--- config.mk ---
export PLATFORM = sky130hd
export DESIGN_NAME = aixh_mxc_ltc_feeder
export DESIGN_NICKNAME = d
export VERILOG_FILES = /design/src/rtl/aixh_mxc_ltc_feeder_pkg.sv /design/src/rtl/aixh_mxc_ltc_vpipe.sv /design/src/rtl/aixh_mxc_ltc_feeder.sv
export SDC_FILE = /design/constraint.sdc
export NUM_CORES = 1
export LEC_CHECK = 0
export ABC_CLOCK_PERIOD_IN_PS = 12450
export CAP_MARGIN = 5
export CORE_AREA = 2 2 220 222
export DETAILED_ROUTE_END_ITERATION = 8
export DIE_AREA = 0 0 222 224
export GPL_TIMING_DRIVEN = 1
export PLACE_DENSITY = 0.51
export REMOVE_ABC_BUFFERS = 1
export SYNTH_ARGS = -nofsm -noshare
export SYNTH_HDL_FRONTEND = slang
export SYNTH_SLANG_ARGS = --single-unit
--- constraint.sdc ---
create_clock -name aixh_core_clk -period 12.45 [get_ports aixh_core_clk]
set_clock_uncertainty 0.15 [all_clocks]
set_input_delay 2.49 -clock aixh_core_clk [delete_from_list [all_inputs] [get_ports aixh_core_clk]]
set_output_delay 2.49 -clock aixh_core_clk [all_outputs]
set_load 0.03 [all_outputs]
--- src/rtl/aixh_mxc_ltc_feeder_pkg.sv ---
// Shared types and constants for the MxConv left-column LTC feeder.
package AIXH_MXC_pkg;

  // Feeder control states.
  typedef enum logic [1:0] {
    IDLE  = 2'd0,
    ISSUE = 2'd1,
    DRAIN = 2'd2
  } ltc_state_e;

  // Supported SRAM read latency range (clocks).
  localparam int RD_LAT_MIN = 1;
  localparam int RD_LAT_MAX = 4;

  // Width of the command length field (beats minus one).
  localparam int LEN_W = 8;

  // In-flight beat counter width: worst case is RD_LAT_MAX pipeline stages
  // plus the output register, so it must hold RD_LAT_MAX + 1.
  localparam int INFL_W = $clog2(RD_LAT_MAX + 2);

endpackage

--- src/rtl/aixh_mxc_ltc_vpipe.sv ---
// Shift pipeline carrying per-beat valid/last side information alongside
// the SRAM read latency. Cleared on reset so abandoned reads never surface.
module aixh_mxc_ltc_vpipe #(
  parameter int DEPTH = 2,
  parameter int WIDTH = 6
) (
  input  logic             aixh_core_clk,
  input  logic             aixh_core_rst,
  input  logic [WIDTH-1:0] i_din,
  output logic [WIDTH-1:0] o_dout
);

  logic [WIDTH-1:0] r_stage [DEPTH];

  // Shift the side-band word one stage per clock.
  always_ff @(posedge aixh_core_clk or posedge aixh_core_rst) begin
    if (aixh_core_rst) begin
      for (int i = 0; i < DEPTH; i++) begin
        r_stage[i] <= '0;
      end
    end else begin
      r_stage[0] <= i_din;
      for (int i = 1; i < DEPTH; i++) begin
        r_stage[i] <= r_stage[i-1];
      end
    end
  end

  assign o_dout = r_stage[DEPTH-1];

endmodule

--- src/rtl/aixh_mxc_ltc_feeder.sv ---
// Strided multi-slice LTC SRAM reader feeding the MxConv left column.
// Accepts one command at a time, issues len+1 reads with a shared address,
// tracks them through the SRAM latency and registers the returned data.
module aixh_mxc_ltc_feeder
  import AIXH_MXC_pkg::*;
#(
  parameter int LTC_SLICES   = 4,
  parameter int SLICE_DWIDTH = 64,
  parameter int ADDR_WIDTH   = 10,
  parameter int RD_LATENCY   = 2
) (
  input  logic                                 aixh_core_clk,
  input  logic                                 aixh_core_rst,
  input  logic                                 i_cmd_vld,
  output logic                                 o_cmd_rdy,
  input  logic [ADDR_WIDTH-1:0]                i_cmd_base,
  input  logic [LEN_W-1:0]                     i_cmd_len,
  input  logic [ADDR_WIDTH-1:0]                i_cmd_stride,
  input  logic [LTC_SLICES-1:0]                i_cmd_mask,
  input  logic                                 i_hold,
  output logic [LTC_SLICES-1:0]                o_sram_ren,
  output logic [ADDR_WIDTH-1:0]                o_sram_addr,
  input  logic [LTC_SLICES*SLICE_DWIDTH-1:0]   i_sram_rdat,
  output logic [LTC_SLICES-1:0]                o_ltc_vld,
  output logic [LTC_SLICES*SLICE_DWIDTH-1:0]   o_ltc_dat,
  output logic                                 o_done
);

  localparam int DW = LTC_SLICES * SLICE_DWIDTH;
  // Side-band word: {last beat, beat issued, per-slice read enables}.
  localparam int PW = LTC_SLICES + 2;

  ltc_state_e            r_state;
  ltc_state_e            w_state_nxt;
  logic                  r_rdy_en;
  logic [ADDR_WIDTH-1:0] r_addr;
  logic [ADDR_WIDTH-1:0] r_stride;
  logic [LEN_W-1:0]      r_cnt;
  logic [LEN_W-1:0]      r_len;
  logic [LTC_SLICES-1:0] r_mask;
  logic [INFL_W-1:0]     r_inflight;
  logic [INFL_W-1:0]     w_inflight_nxt;

  logic                  w_accept;
  logic                  w_issue;
  logic                  w_last_issue;
  logic [PW-1:0]         w_pipe_in;
  logic [PW-1:0]         w_pipe_out;

  logic [LTC_SLICES-1:0] r_ltc_vld;
  logic [DW-1:0]         r_ltc_dat;
  logic [DW-1:0]         w_ltc_dat_nxt;
  logic                  r_beat_out;
  logic                  r_done;

  // Ready is held low until the first clock after reset release.
  assign o_cmd_rdy    = r_rdy_en & (r_state == IDLE);
  assign w_accept     = i_cmd_vld & o_cmd_rdy;
  assign w_last_issue = w_issue & (r_cnt == r_len);
  assign o_sram_addr  = r_addr;

  // A beat leaves the in-flight set when the output register presents it.
  assign w_inflight_nxt = r_inflight + INFL_W'(w_issue) - INFL_W'(r_beat_out);

  // Next-state and issue decode; hold suspends issue without losing place.
  always_comb begin
    w_state_nxt = r_state;
    w_issue     = 1'b0;
    o_sram_ren  = '0;
    unique case (r_state)
      IDLE: begin
        if (w_accept) w_state_nxt = ISSUE;
      end
      ISSUE: begin
        if (!i_hold) begin
          w_issue    = 1'b1;
          o_sram_ren = r_mask;
          if (r_cnt == r_len) w_state_nxt = DRAIN;
        end
      end
      DRAIN: begin
        if (w_inflight_nxt == '0) w_state_nxt = IDLE;
      end
      default: w_state_nxt = IDLE;
    endcase
  end

  // State register plus command capture, address walk and beat counting.
  always_ff @(posedge aixh_core_clk or posedge aixh_core_rst) begin
    if (aixh_core_rst) begin
      r_state    <= IDLE;
      r_rdy_en   <= 1'b0;
      r_addr     <= '0;
      r_stride   <= '0;
      r_cnt      <= '0;
      r_len      <= '0;
      r_mask     <= '0;
      r_inflight <= '0;
    end else begin
      r_state    <= w_state_nxt;
      r_rdy_en   <= 1'b1;
      r_inflight <= w_inflight_nxt;
      if (w_accept) begin
        r_addr   <= i_cmd_base;
        r_stride <= i_cmd_stride;
        r_len    <= i_cmd_len;
        r_mask   <= i_cmd_mask;
        r_cnt    <= '0;
      end else if (w_issue) begin
        // Address wraps modulo the SRAM depth by natural overflow.
        r_addr <= r_addr + r_stride;
        r_cnt  <= r_cnt + 1'b1;
      end
    end
  end

  assign w_pipe_in = {w_last_issue, w_issue, o_sram_ren};

  aixh_mxc_ltc_vpipe #(
    .DEPTH (RD_LATENCY),
    .WIDTH (PW)
  ) u_vpipe (
    .aixh_core_clk (aixh_core_clk),
    .aixh_core_rst (aixh_core_rst),
    .i_din         (w_pipe_in),
    .o_dout        (w_pipe_out)
  );

  // Slices that were not read present zero rather than stale SRAM data.
  for (genvar gi = 0; gi < LTC_SLICES; gi++) begin : g_slice
    assign w_ltc_dat_nxt[gi*SLICE_DWIDTH +: SLICE_DWIDTH] =
      w_pipe_out[gi] ? i_sram_rdat[gi*SLICE_DWIDTH +: SLICE_DWIDTH] : '0;
  end

  // Output register: one stage after the SRAM read data returns.
  always_ff @(posedge aixh_core_clk or posedge aixh_core_rst) begin
    if (aixh_core_rst) begin
      r_ltc_vld  <= '0;
      r_ltc_dat  <= '0;
      r_beat_out <= 1'b0;
      r_done     <= 1'b0;
    end else begin
      r_ltc_vld  <= w_pipe_out[LTC_SLICES-1:0];
      r_ltc_dat  <= w_ltc_dat_nxt;
      r_beat_out <= w_pipe_out[LTC_SLICES];
      r_done     <= w_pipe_out[LTC_SLICES+1];
    end
  end

  assign o_ltc_vld = r_ltc_vld;
  assign o_ltc_dat = r_ltc_dat;
  assign o_done    = r_done;

endmodule
==> impl_metrics.toml <==
[run_status]
status = "finished clean"

[clocking]
cts.sinks = 320
post-cts-setup-buffers = 0
cts_buffers = 40
ctsResizeCount = 0
clkSlewWorstSetupHoldPaths_ns = 0.05
holdBufCountCts = 0
cts_tree = "built"
h-tree-depth = 2
clock_latency_ns = 0.53
cts_buffer_depth = 3
root_buffer = "clkbuf_16"

[synth]
synth_top_cells_by_count = "dfrtp_1 (320), and2_1 (261), nand2_1 (84), clkbuf_1 (31), nor2_1 (17)"
synthArstFlopShare_pct = 100
synth_edf_count = 0
synth_seq_cells = 320
synthDistinctLibCells = 37
yosysWarnings = 0
synth-compound-area-share_pct = 1.96
synth_top_family_by_area = "simple AND/OR/NAND/NOR gates"
seq_area_frac_synth_pct = 73.0
netlist_top_cells_area = "dfrtp_1 (73%), and2_1 (15%), nand2_1 (2.9%)"
synthMuxAreaShare_pct = 0
synthXorXnorAreaFrac_pct = 1.91
synth_fa_ha_area_share_pct = 1.73
syn_area_per_cell_um2 = 13.3
synth.most_common_cell = "dfrtp_1"
synthesis.area_um2 = 11000
synthSimpleGateAreaFrac_pct = 19.7
synth_top_area_share_pct = 73.0
ys.flop_type = "dfrtp_1"
yosysTopAreaCell = "dfrtp_1"
syn_inst = 828

[global_route]
grt_pass1_vias = 8553
gr-total-overflow = 0
antenna_found_initial = 7
grt_pass1_wl_um = 57000
grt_usage_pct = 15.4
grt_max_degree = 125

[timing]
min_period_ns = 7.37
fmax_mhz = 136
worstMarginPinSlew_ns = 0.959
timing.final.hold_violations = 0
rsz0062_at_grt = "false"
fin_crit_sh_pct = 59.2
fin_ws_ns = 5.08
drv_slew = 0
setup_viol = 0
relSlewSlack_pct = 36.1
tns_ns = 0

[min_path]
hold_path_depth = 0
min_from = "u_vpipe.r_stage[11]"
holdCritPathClass = "flop to flop"

[power]
p_per_area_nw_per_um2 = 196
p_leak_nw = 8.49
ir_drop_v = 0.000103

[route]
drc = 0
vias = 8041
met3WireLength_um = 3270
ant_nets = 0
avgViaCountPerCell = 3.92
met1Wirelength_um = 15000
routed.top_layer = "met5"
drt_wl_total_um = 38600
wl_per_cell_um = 18.8
drt_iter0_drc = 497
drtPass1Iterations = 4
wl_met2_um = 19300

[critical_path]
reg2regPathDepth = 11
arrival_ns = 4.73
cp-end-kind = "output pin"
worstSetupPathType = "input pin to output pin"
worstPathRequired_ns = 9.81
critical_path.startpoint = "i_hold"
crit_path_start_kind = "input pin"
r2r-start = "r_state[0]"
crit_fanout = 19

[final_layout]
multi_input_area_um2 = 2780
syn2layout_area_growth_pct = 70.2
drive_gt1_share_pct = 5.30
nets = 1713
area.sequential_um2 = 8010
fillers = 4653
instances_no_fill = 2052

[place]
gp_congestion = 0.792
place_ws_ns = 5.04
hpwl_um = 28300
port_buffers = 567
place_inst = 1980

[floorplanning]
die_h_um = 224
die_area_um2 = 49700
die_w_um = 222
start_util_pct = 23.2
rows = 80
ioPinCount = 568
core_um2 = 47300

[run]
drv_cap = 0
placed cells by master, fill, tap and decap left out, types with 6 or more instances in the layout:
cell type	count
a21oi_1	13
clkdlybuf4s50_1	567
clkbuf_1	11
clkbuf_16	41
buf_4	9
and2_1	261
xor2_1	10
xnor2_1	14
inv_1	6
nand3_1	8
ha_1	12
nor2_1	17
o21ai_0	8
nand2_1	84
dfrtp_1	319
logic make-up (layout without fill, tap and decap cells):
family / Yosys count / in the layout
adders and majority gates: 14 / 14
DFF: 320 / 320
buffers and inverters: 47 / 654
xor gates and xnor gates: 24 / 24
other: 1 / 3
and+or+nand+nor: 387 / 387
AOI/OAI and AO/OA: 35 / 35
layout make-up:
| type | instances | area share [%] |
|---|---|---|
| Antenna cell | 2 | 0.0268 |
| Clock buffer | 57 | 6.08 |
| Clock inverter | 13 | 1.07 |
| Inverter | 8 | 0.201 |
| Multi-Input combinational cell | 461 | 14.9 |
| Sequential cell | 320 | 42.9 |
| Tap cell | 615 | 4.12 |
| Timing Repair Buffer | 576 | 30.7 |
sequential cells by signal (all words and copies together), names as in the netlist:
name and flops:
o_sram_addr 10, r_beat_out 1, r_rdy_en 1, o_ltc_dat 256
r_inflight 3, r_len 8, r_stride 10, u_vpipe.o_dout 6
r_state 2, u_vpipe.r_stage 6, r_mask 4, o_done 1
o_ltc_vld 4, r_cnt 8
routing by layer:
metal / track usage (%) / vias to the layer above
li1: - / 3731
met1: 18.0 / 3899
met2: 26.1 / 330
met3: 5.85 / 73
met4: 4.82 / 8
met5: 0 / -
per-stage QoR:
stage / hold WS [ns] / utilization, % / cell area, um2 / power [W]
final: 0.196 / 39.5 / 18700 / 0.00366
after global routing: 0.207 / 39.5 / 18700 / 0.00387
after global placement: 0.182 / 36.6 / 17300 / 0.00250
after floorplan: 0.181 / - / 10800 / 0.00198
after detailed placement: 0.185 / 36.6 / 17300 / 0.00252
after CTS: 0.198 / 39.4 / 18700 / 0.00373
worst max-delay path: stages:
cell	delay, ns
clkdlybuf4s50_1	0.48
or2_1	0.59
inv_2	0.30
and2_1	0.26
clkdlybuf4s50_1	0.60
final timing paths:
check,slack [ns],to
worst max register to register,9.38,r_state[1]
max in group asynchronous,8.23,o_ltc_dat[234]
worst min register to register,0.20,u_vpipe.o_dout[5]
min in group asynchronous,2.34,o_ltc_dat[46]
worst min-delay path,0.20,u_vpipe.o_dout[5]
worst max-delay path,5.08,o_sram_ren[0]
where the power goes:
group	internal, W	switching (W)
combinational	0.000504	0.000656
clock	0.000738	0.000444
sequential	0.00123	0.0000893
(Power assumes the default switching activity.)
